`src/rtl/multiplier_8bit.sv`:
```
// ============================================================================
// Module      : multiplier_8bit
// Description : Iterative WIDTHxWIDTH -> 2*WIDTH multiplier, one step per
//               clock, with start/busy/done handshake. Radix-2 Booth
//               (two's complement) by default; defining MULT8_UNSIGNED_EN
//               switches to an unsigned shift-add engine with the same timing.
// Revision    : 1.0 - initial release
// ============================================================================
`default_nettype none

module multiplier_8bit #(
    parameter int WIDTH = 8
) (
    input  logic                 clk,
    input  logic                 rst_n,
    input  logic                 start,
    input  logic [WIDTH-1:0]     a,
    input  logic [WIDTH-1:0]     b,
    output logic [2*WIDTH-1:0]   out,
    output logic                 busy,
    output logic                 done
);

    localparam int                 CNT_W    = (WIDTH > 1) ? $clog2(WIDTH) : 1;
    localparam logic [CNT_W-1:0]   CNT_LAST = CNT_W'(WIDTH - 1);

    typedef enum logic [0:0] {
        ST_IDLE = 1'b0,
        ST_RUN  = 1'b1
    } state_t;

    state_t               state_q;
    logic [CNT_W-1:0]     cnt_q;
    logic [WIDTH-1:0]     m_q;
    logic [WIDTH:0]       acc_q;
    logic [WIDTH-1:0]     q_q;
    logic [2*WIDTH-1:0]   out_q;
    logic                 busy_q;
    logic                 done_q;

    logic [WIDTH:0]       sum_d;
    logic [WIDTH:0]       acc_d;
    logic [WIDTH-1:0]     q_d;

`ifdef MULT8_UNSIGNED_EN
    // Shift-add: the extra accumulator bit catches the carry of each add.
    always_comb begin
        sum_d = acc_q + (q_q[0] ? {1'b0, m_q} : {(WIDTH+1){1'b0}});
        acc_d = {1'b0, sum_d[WIDTH:1]};
        q_d   = {sum_d[0], q_q[WIDTH-1:1]};
    end
`else
    logic                 qm1_q;
    logic                 qm1_d;
    logic [WIDTH:0]       msext;

    // Booth step on {q0, q-1}; the 9-bit accumulator keeps -m representable for m = -2^(WIDTH-1).
    always_comb begin
        msext = {m_q[WIDTH-1], m_q};
        case ({q_q[0], qm1_q})
            2'b01:   sum_d = acc_q + msext;
            2'b10:   sum_d = acc_q - msext;
            default: sum_d = acc_q;
        endcase
        acc_d = {sum_d[WIDTH], sum_d[WIDTH:1]};
        q_d   = {sum_d[0], q_q[WIDTH-1:1]};
        qm1_d = q_q[0];
    end
`endif

    always_ff @(posedge clk or negedge rst_n) begin
        if (!rst_n) begin
            state_q <= ST_IDLE;
            cnt_q   <= '0;
            m_q     <= '0;
            acc_q   <= '0;
            q_q     <= '0;
            out_q   <= '0;
            busy_q  <= 1'b0;
            done_q  <= 1'b0;
`ifndef MULT8_UNSIGNED_EN
            qm1_q   <= 1'b0;
`endif
        end else begin
            done_q <= 1'b0;
            case (state_q)
                ST_IDLE: begin
                    if (start) begin
                        m_q     <= a;
                        q_q     <= b;
                        acc_q   <= '0;
                        cnt_q   <= '0;
                        busy_q  <= 1'b1;
                        state_q <= ST_RUN;
`ifndef MULT8_UNSIGNED_EN
                        qm1_q   <= 1'b0;
`endif
                    end
                end
                ST_RUN: begin
                    acc_q <= acc_d;
                    q_q   <= q_d;
`ifndef MULT8_UNSIGNED_EN
                    qm1_q <= qm1_d;
`endif
                    // The last step's result goes straight to out so done lands WIDTH edges after acceptance.
                    if (cnt_q == CNT_LAST) begin
                        out_q   <= {acc_d[WIDTH-1:0], q_d};
                        done_q  <= 1'b1;
                        busy_q  <= 1'b0;
                        cnt_q   <= '0;
                        state_q <= ST_IDLE;
                    end else begin
                        cnt_q <= cnt_q + CNT_W'(1);
                    end
                end
                default: begin
                    state_q <= ST_IDLE;
                    busy_q  <= 1'b0;
                end
            endcase
        end
    end

    assign out  = out_q;
    assign busy = busy_q;
    assign done = done_q;

endmodule

`default_nettype wire

```
`config.mk`:
```
export PLATFORM = sky130hd
export DESIGN_NAME = multiplier_8bit
export DESIGN_NICKNAME = d
export VERILOG_FILES = /design/src/rtl/multiplier_8bit.sv
export SDC_FILE = /design/constraint.sdc
export NUM_CORES = 1
export LEC_CHECK = 0
export BUFFER_PORTS_ARGS = -buffer_cell sky130_fd_sc_hd__buf_2
export CORE_MARGIN = 1
export CORE_UTILIZATION = 57
export CTS_CLUSTER_SIZE = 40
export DETAILED_ROUTE_END_ITERATION = 12
export PLACE_DENSITY_LB_ADDON = 0.05
export RECOVER_POWER = 50
export SYNTH_ARGS = -nofsm -noshare
export SYNTH_HDL_FRONTEND = slang
export SYNTH_SLANG_ARGS = --single-unit
export TNS_END_PERCENT = 10
```
`constraint.sdc`:
```
create_clock -name clk -period 3.1 [get_ports clk]
set_input_delay 0.31 -clock clk [delete_from_list [all_inputs] [get_ports clk]]
set_output_delay 0.31 -clock clk [all_outputs]
set_load 0.01 [all_outputs]
```
After elaboration in Yosys (flattened, before gate mapping)
Cells that the tools add are included.
- equality and inequality tests: 5
- add/subtract/negate cells: 3
- bitwise operators: 1
- muxes and demuxes: 18
- reduce and logical (&&, ||, !) cells: 3
- operator list (kind ; number):
    $pmux W9 S2 ; 2
    $pmux W8 S2 ; 1
    $add A9 B9 Y9 ; 1
    $mux W9 ; 1
    $sub A9 B9 Y9 ; 1
    $mux W8 ; 1
    $mux W1 ; 7
    $mux W3 ; 2
    $pmux W1 S2 ; 3
    $pmux W3 S2 ; 1
    $reduce_and A2 Y1 ; 3
    $add A3 B1 Y3 const B ; 1
    $eq A3 B3 Y1 const B ; 1
    $eq A2 B1 Y1 const B ; 1
    $eq A2 B2 Y1 const B ; 1
    $ne A2 B1 Y1 const B ; 1
    $ne A2 B2 Y1 const B ; 1
    $not A1 Y1 ; 1
- register bits after elaboration: 48

Logic depth before layout (Yosys ltp)
Gate-level depths: netlist of the first run.
- depth after elaboration: 3
- depth in mapped cells: 12
- mapped depth without buffers: 11

Least setup slack after synthesis of the first run
No wires, ideal clock.
- path kind: reg-to-reg
- from: reg m_q[3]
- to: reg acc_q[7]
- required time: 2.961 ns
- setup slack: 0.331 ns
- cell stages (with the launch flop): 10
- arrival time: 2.629 ns
- period minus slack after synthesis: 2.769 ns
- setup time: 0.139 ns
- cells stage by stage: dfrtp_1 > nor3_1 > a21oi_1 > xnor2_1 > ha_1 > a2111o_1 > o22a_2 > mux2_4 > a311oi_1 > o311ai_1
- word-level cells in the longest chain between the ends: 3
- elaborated cells between the ends (all ways): 4
- those cells by class: add/sub: 2; mux: 2
- RTL lines (element ; RTL line ; RTL):
    start, declared ; 34 ; logic [WIDTH-1:0] m_q;
    start signal, assigned ; 75 ; m_q <= '0;
    start signal, assigned ; 89 ; m_q <= a;
    $sub A9 B9 Y9 or $add A9 B9 Y9 (tied branches) ; 62, 61 ;
    $pmux W9 S2 * ; 60 ; case ({q_q[0], qm1_q})
    $pmux W9 S2 * ; 86 ; case (state_q)
    end signal, assigned ; 76 ; acc_q <= '0;
    end signal, assigned ; 91 ; acc_q <= '0;
    end signal, assigned ; 101 ; acc_q <= acc_d;
    end, declared ; 35 ; logic [WIDTH:0] acc_q;
Every way passes the cells marked *; elsewhere a longest branch is shown, timed or not.
A chain may end at the register's enable or synchronous reset.

Worst setup path in the final report of the first run
- from: reg qm1_q
- to: reg acc_q[7]
- word-level cells in the longest chain between the ends: 3
- elaborated cells between the ends (all ways): 4
- those cells by class: eq/ne: 2; mux: 2
- RTL lines (element ; RTL line ; RTL):
    start, declared ; 53 ; logic qm1_q;
    start signal, assigned ; 104 ; qm1_q <= qm1_d;
    $eq A2 B2 Y1 or $eq A2 B1 Y1 (tied branches) ; 60 ;
    $pmux W9 S2 * ; 60 ;
    $pmux W9 S2 * ; 86 ;
Marks and branches as above.

==> impl_metrics.json, run 1 <==
{
  "outcome": "complete, but fails checks",
  "violations": "max-capacitance violations, max-slew violations",
  "grt_pass1_wl_mm": 7.46,
  "setup_slack_ns": 0.203,
  "fp.dieArea_sq_um": 4670,
  "setup_violations": 0,
  "diodes": 0,
  "timing.critical_path.buf_inv": 1,
  "cap_viol_max_count": 1,
  "dp_hpwl_mm": 3.30,
  "first_pass_iters": 4,
  "fin_setup_tns_ns": 0,
  "cts_root_buf": "clkbuf_8",
  "track_usage_pct": 22.5,
  "slowest_stage": "fa_1",
  "period_minus_slack_ns": 2.90,
  "clock_path_buffers": 2,
  "grt_max_degree": 48,
  "final_util_pct": 67.7,
  "ys_types": 42,
  "path_cells": "inv_1 > ha_2 > mux2_2 > fa_1 > nand2b_1 > a21oi_2 > o22a_2 > mux2_4 > a311oi_1 > o311ai_1",
  "nets": 302,
  "synthesis.area_sq_um": 2510,
  "synth_nets": 265,
  "drv_slew": 48,
  "io-pin-count": 37,
  "yosysSeqAreaShare_pct": 46.9,
  "synth-edff-count": 0,
  "synth_common_cells": "47 x dfrtp_1, 24 x nand2_1, 20 x o21ai_0",
  "initial_utilization_pct": 61.0,
  "critPathCaptureType": "register",
  "die_h_um": 68.3,
  "syn2layout_area_growth_pct": 11.1,
  "clk_latency_ns": 0.31,
  "ys_warn_count": 0,
  "rows": 23,
  "cts_buffers": 5,
  "route.detailed.drc": 0,
  "required_ns": 3.26,
  "vias": 1758,
  "fmax_mhz": 345,
  "fin_skew_ns": 0.0131,
  "cts.clk_slew.worst_paths_ns": 0.10,
  "yosysTopAreaCell": "dfrtp_1",
  "grt_pass1_vias": 1530,
  "critical_path_class": "reg -> reg",
  "routed_via_density": 5.48,
  "critPathLaunchType": "register",
  "core_sq_um": 4120,
  "drive_gt1_share_pct": 23.2,
  "synth.top_cell.area_share_pct": 46.9,
  "antenna_found_initial": 0,
  "cts_tree": "yes",
  "synth_area_leaders": "dfrtp_1 47%, mux2_2 7.6%, ha_1 6.0%",
  "hold_viol": 0,
  "dp_slack_ns": 0.112,
  "slowest_delay_ns": 0.42,
  "cts_max_level": 2,
  "syn_avg_cell_area_sq_um": 10.8,
  "grt_overflow": 0,
  "routed_wl_mm": 4.49,
  "cp.arrival_ns": 3.06,
  "slew_headroom_pct": -59.6,
  "crit_fanout": 5,
  "hold_slack_ns": 0.207,
  "rsz0062_at_grt": "false",
  "die_w_um": 68.3,
  "hold_class": "in -> reg",
  "portBuffers": 36,
  "ant_nets": 0,
  "post_drt_wl_per_cell_um": 14.0,
  "dr.first_iter.drc_count": 93,
  "place_congestion": 0.777,
  "synth-main-ff-cell": "dfrtp_1",
  "cts.sinks": 47,
  "synth.most_common_cell": "dfrtp_1",
  "ctsHoldBuffers": 0,
  "synth_seq_cells": 47,
  "syn_inst": 233,
  "fin_crit_sh_pct": 93.5,
  "crit_family": "compound AO/OA/AOI/OAI gates",
  "tightest_slew_ns": 2.39,
  "synth-async-reset-ratio_pct": 100
}
-- worst paths after layout --
kind,start,to,slack [ns],cells after the start
max,qm1_q$_DFFE_PN0P_,acc_q[7]$_DFFE_PN0P_,0.20,10
min,a[1],m_q[1]$_DFFE_PN0P_,0.21,3
max reg2reg,qm1_q$_DFFE_PN0P_,acc_q[7]$_DFFE_PN0P_,0.20,10
min reg2reg,out[9]$_DFFE_PN0P_,out[9]$_DFFE_PN0P_,0.48,2
max in group asynchronous,rst_n,m_q[7]$_DFFE_PN0P_,1.01,1
min in group asynchronous,rst_n,q_q[7]$_DFFE_PN0P_,0.71,1
-- what timing repair did --
action	CTS	global route
setup buffers	0	0
endpoints found under the setup margin	0	2
resized for setup	0	3
-- worst min-delay path, delay by kind of cell --
kind	cells	cell delay, ns
AND/OR/NAND/NOR	1	0.04
AO/OA/AOI/OAI	1	0.06
buffers and inverters	1	0.07
-- state kept, by name (all words and copies together) (netlist names) --
name / flops
acc_q: 8
busy: 1
cnt_q: 3
done: 1
m_q: 8
out: 16
q_q: 8
qm1_q: 1
state_q: 1
-- metrics by stage --
step / cells / instance area, sq um
finish: 321 / 2790
global route: 321 / 2790
floorplan: 233 / 2510
detailed placement: 313 / 2700
global placement: 313 / 2700
CTS: 321 / 2790
-- cell families after synthesis --
| group | Yosys count | synth area share, % |
|---|---|---|
| mux | 29 | 12.6 |
| compound gates | 58 | 15.0 |
| flops | 47 | 46.9 |
| buf+inv | 20 | 4.84 |
| simple gates | 54 | 9.68 |
| xor+xnor | 12 | 4.19 |
| fa+ha+maj | 13 | 6.78 |
-- placed cells by master, fill, tap and decap left out, types with 7 or more instances in the layout --
| cell type | n |
|---|---|
| nor2_1 | 15 |
| ha_1 | 11 |
| mux2_2 | 17 |
| clkbuf_1 | 10 |
| mux2i_1 | 11 |
| a21oi_1 | 9 |
| buf_2 | 26 |
| xnor2_1 | 7 |
| o21ai_0 | 20 |
| dfrtp_1 | 47 |
| nand2_1 | 24 |
| inv_1 | 9 |
-- per-layer routing --
layer	wire [um]	up-vias	GRT usage (%)
met5	0	-	0
met4	72	0	8.59
met3	113	5	5.00
met2	2030	22	32.8
met1	2270	831	32.4
li1	-	900	-
-- area by class of cell --
type,instances,area (sq um)
flip-flops and latches,47,1180
multi-input cells,166,1220
inverters,10,37.5
clock buffers,5,68.8
fillers,336,1330
repair buffers,40,198
clock inverters,3,22.5
well taps,50,62.6
Power of run 1 is left out: the tool's default activity adds up to more than one toggle a clock period on the data nets, which glitch-free logic cannot reach.
==> run 2: changes to the inputs <==
CELL_PAD_IN_SITES_DETAIL_PLACEMENT = 1   (was unset)
CELL_PAD_IN_SITES_GLOBAL_PLACEMENT = 2   (was unset)
CORE_UTILIZATION = 37   (was 57)
==> impl_metrics.json, run 2 (synthesis results as in run 1) <==
{
  "crit_fanout": 4,
  "critical_path_class": "reg -> reg",
  "track_usage_pct": 17.1,
  "final_cell_mix": "47 x dfrtp_1, 27 x buf_2, 24 x nand2_1, 20 x o21ai_0, 17 x mux2_2",
  "drive_gt1_share_pct": 24.5,
  "initial_utilization_pct": 38.8,
  "tightest_slew_ns": 2.56,
  "ctsHoldBuffers": 0,
  "hold_viol": 0,
  "critPathCaptureType": "register",
  "outcome": "complete, but fails checks",
  "cts.sinks": 47,
  "cts.clk_slew.worst_paths_ns": 0.09,
  "post_drt_wl_per_cell_um": 15.3,
  "diodes": 0,
  "io-pin-count": 37,
  "cts_tree": "yes",
  "dp_slack_ns": 0.0359,
  "clock_path_buffers": 2,
  "grt_overflow": 0,
  "rsz0062_at_grt": "false",
  "vias": 1854,
  "grt_pass1_wl_mm": 9.49,
  "core_sq_um": 6460,
  "antenna_found_initial": 0,
  "die_w_um": 84.3,
  "dr.first_iter.drc_count": 70,
  "p_leak_nw": 1.34,
  "setup_violations": 0,
  "clk_latency_ns": 0.31,
  "grt_pass1_vias": 1911,
  "route.detailed.drc": 6,
  "routed_via_density": 5.28,
  "required_ns": 3.26,
  "ctsResizeCount": 0,
  "grt_max_degree": 48,
  "first_pass_iters": 8,
  "cts_root_buf": "clkbuf_8",
  "portBuffers": 36,
  "hold_slack_ns": 0.217,
  "ant_nets": 0,
  "place_congestion": 0.766,
  "power_density_nw_per_um2": 1390,
  "cp.arrival_ns": 3.08,
  "cap_viol_max_count": 1,
  "largest_register_ffs": 16,
  "violations": "design-rule violations, max-capacitance violations, max-slew violations",
  "fin_skew_ns": 0.0152,
  "fp.dieArea_sq_um": 7110,
  "final_common_cell": "dfrtp_1",
  "fmax_mhz": 342,
  "critPathLaunchType": "register",
  "setup_slack_ns": 0.179,
  "fin_crit_sh_pct": 94.2,
  "fin_setup_tns_ns": 0,
  "period_minus_slack_ns": 2.92,
  "hold_class": "in -> reg",
  "rows": 29,
  "nets": 305,
  "dp_hpwl_mm": 4.01,
  "post_cts.repair.setup_buffers": 0,
  "cts_buffers": 5,
  "routed_wl_mm": 5.38,
  "die_h_um": 84.3,
  "slew_headroom_pct": -70.4,
  "drv_slew": 48,
  "syn2layout_area_growth_pct": 14.4,
  "cts_max_level": 2,
  "vdd_drop_max_mv": 0.425
}
-- run 2: cell types whose count changed in the layout (fill, tap and decap cells not counted), sizes merged --
cell	delta
buf	+4
clkinvlp	+1
clkbuf	-1
bufinv	+1
clkinv	-2
-- run 2: metal layers --
metal | global-route usage [%] | share of wire [%]
met1 | 24.0 | 50
met2 | 27.3 | 47
met3 | 3.24 | 2.0
met4 | 4.62 | 1.1
met5 | 0 | 0
-- run 2: through the flow --
stage	std cells	util, %	instance area [sq um]	power, W
final	351	44.4	2870	0.00399
after global routing	351	44.4	2870	0.00440
after CTS	351	44.4	2870	0.00405
after detailed placement	343	42.6	2750	0.00356
after global placement	343	42.6	2750	0.00351
after floorplan	233	-	2510	0.00296
-- run 2: worst max-delay path, cell delays in order (launching register included) --
cell	delay [ns]
dfrtp_1	0.41
inv_1	0.07
ha_1	0.29
mux2_2	0.28
fa_1	0.42
nand2b_1	0.19
a21oi_2	0.17
o22a_2	0.22
mux2_4	0.30
a311oi_1	0.28
o311ai_1	0.14
-- run 2: path summary, 6_finish.rpt --
check,endpoint,slack (ns),depth (start not counted),startpoint
max,acc_q[7]$_DFFE_PN0P_,0.18,10,m_q[0]$_DFFE_PN0P_
min,m_q[0]$_DFFE_PN0P_,0.22,3,a[0]
max reg2reg,acc_q[7]$_DFFE_PN0P_,0.18,10,m_q[0]$_DFFE_PN0P_
min reg2reg,out[7]$_DFFE_PN0P_,0.48,2,out[7]$_DFFE_PN0P_
max in group asynchronous,m_q[5]$_DFFE_PN0P_,0.86,1,rst_n
min in group asynchronous,out[7]$_DFFE_PN0P_,0.79,1,rst_n
-- run 2: final cells by class --
cell class / instances / area (sq um)
fillers: 744 / 3590
flip-flops and latches: 47 / 1180
inverters: 10 / 37.5
repair buffers: 43 / 221
clock buffers: 5 / 68.8
well taps: 77 / 96.3
multi-input cells: 166 / 1220
clock inverters: 3 / 46.3
-- run 2: power breakdown --
group,internal [W],leakage [nW],switching [W]
Clock,0.000243,0.0548,0.000225
Combinational,0.00113,0.714,0.00123
Sequential,0.000913,0.572,0.000245
Total,0.00229,1.34,0.00170
Note: power is estimated with default switching activity, not from simulation.
==> run 3: changes to the inputs <==
SETUP_SLACK_MARGIN = 0.4   (was unset)
==> impl_metrics.json, run 3 (synthesis results as in run 1) <==
{
  "core_sq_um": 6460,
  "ctsHoldBuffers": 0,
  "tightest_slew_ns": 1.10,
  "cts_root_buf": "clkbuf_8",
  "slowest_stage": "dfrtp_2",
  "crit_family": "compound AO/OA/AOI/OAI gates",
  "cts.clk_slew.worst_paths_ns": 0.10,
  "vias": 1883,
  "required_ns": 3.33,
  "fin_setup_tns_ns": 0,
  "clock_path_buffers": 2,
  "placedCellCount": 339,
  "cts.sinks": 47,
  "critical_path_class": "reg -> reg",
  "rsz0062_at_grt": "true",
  "place_congestion": 0.789,
  "die_h_um": 84.3,
  "reg2reg_slack_ns": 0.37,
  "drive_gt1_share_pct": 32.9,
  "post_drt_wl_per_cell_um": 16.0,
  "largest_register_ffs": 16,
  "finalNonFillerCells": 363,
  "grt_max_degree": 48,
  "grt_overflow": 0,
  "dp_hpwl_mm": 3.98,
  "cp.depth": 11,
  "dr.first_iter.drc_count": 58,
  "fmax_mhz": 366,
  "drv_slew": 0,
  "multi_input_area_sq_um": 1320,
  "final_common_cell": "dfrtp_1",
  "initial_utilization_pct": 38.8,
  "reg2reg_depth": 11,
  "violations": "design-rule violations",
  "hold_viol": 0,
  "grt_pass1_wl_mm": 10.1,
  "ff_latch_area_sq_um": 1180,
  "slew_headroom_pct": 26.4,
  "cap_viol_max_count": 0,
  "timing.critical_path.buf_inv": 2,
  "routed_via_density": 5.19,
  "final_cell_mix": "45 x dfrtp_1, 25 x buf_2, 24 x nand2_1, 20 x o21ai_0, 19 x buf_4",
  "final_area_sq_um": 3030,
  "crit_fanout": 3,
  "critPathLaunchType": "register",
  "path_cells": "nor3_4 > buf_4 > a31oi_1 > xnor2_1 > ha_2 > a2111o_1 > o22a_2 > buf_4 > xor2_1 > or3_1 > a31oi_1",
  "placed_area_sq_um": 2730,
  "fin_skew_ns": 0.00722,
  "nets": 317,
  "fin_crit_sh_pct": 88.0,
  "fp.dieArea_sq_um": 7110,
  "slowest_delay_ns": 0.44,
  "portBuffers": 36,
  "io-pin-count": 37,
  "routed_wl_mm": 5.81,
  "track_usage_pct": 18.0,
  "die_w_um": 84.3,
  "cts_buffers": 5,
  "rows": 29,
  "grt_pass1_vias": 1994,
  "cp.arrival_ns": 2.96,
  "diodes": 0,
  "syn2layout_area_growth_pct": 20.8,
  "setup_violations": 0,
  "cts_max_level": 2,
  "antenna_found_initial": 0,
  "period_minus_slack_ns": 2.73,
  "ant_nets": 0,
  "nFillCells": 754,
  "route.detailed.drc": 2,
  "first_pass_iters": 10,
  "outcome": "complete, but fails checks",
  "clk_latency_ns": 0.30,
  "critPathCaptureType": "register",
  "hold_class": "in -> async",
  "cts_tree": "yes"
}
==> run 3: final cells by class <==
type                       count  area share [%]
timing repair buffer          55            10.2
sequential                    47            38.9
multi-input combinational    166            43.5
clock inverter                 3           0.743
clock buffer                   5            2.27
tap                           77            3.18
inverter                      10            1.24
==> run 3: through the flow <==
step                      hold slack [ns]  util, %  setup slack, ns
after floorplan                    0.0144        -            0.400
after global placement              0.458     42.3            0.138
after detailed placement            0.465     42.3           0.0574
after CTS                           0.202     46.6            0.352
after global routing                0.229     46.9            0.222
final                               0.200     46.9            0.371
==> run 3: layer usage <==
metal	GRT usage (%)	wire length (um)	vias up
met3	2.95	114	11
met5	0	0	-
met2	29.4	2770	21
li1	-	-	924
met4	6.01	119	0
met1	24.5	2800	927
==> run 3: what timing repair did <==
| action | in CTS | in global routing |
|---|---|---|
| resized for setup | 20 | 3 |
| setup buffers | 13 | 3 |
| pin swaps | 11 | 6 |
| setup endpoints to repair | 8 | 8 |
==> run 3: worst reg2reg max path, delay by kind of cell, from the launching register on <==
family / cells / cell delay [ns]
AO/OA/AOI/OAI: 4 / 0.85
XOR/XNOR: 2 / 0.31
adder cells (fa/ha/maj): 1 / 0.18
buffers and inverters: 2 / 0.29
flip-flops: 1 / 0.44
AND/OR/NAND/NOR: 2 / 0.57
==> run 3: path summary, 6_finish.rpt <==
path | from | end
min reg2reg | out[9]$_DFFE_PN0P_ | out[9]$_DFFE_PN0P_
max | m_q[3]$_DFFE_PN0P_ | out[15]$_DFFE_PN0P_
min | rst_n | out[6]$_DFFE_PN0P_
max reg2reg | m_q[3]$_DFFE_PN0P_ | out[15]$_DFFE_PN0P_
min in group clk | a[0] | m_q[0]$_DFFE_PN0P_
max in group asynchronous | rst_n | m_q[3]$_DFFE_PN0P_
Power of run 3 is left out for the same reason.
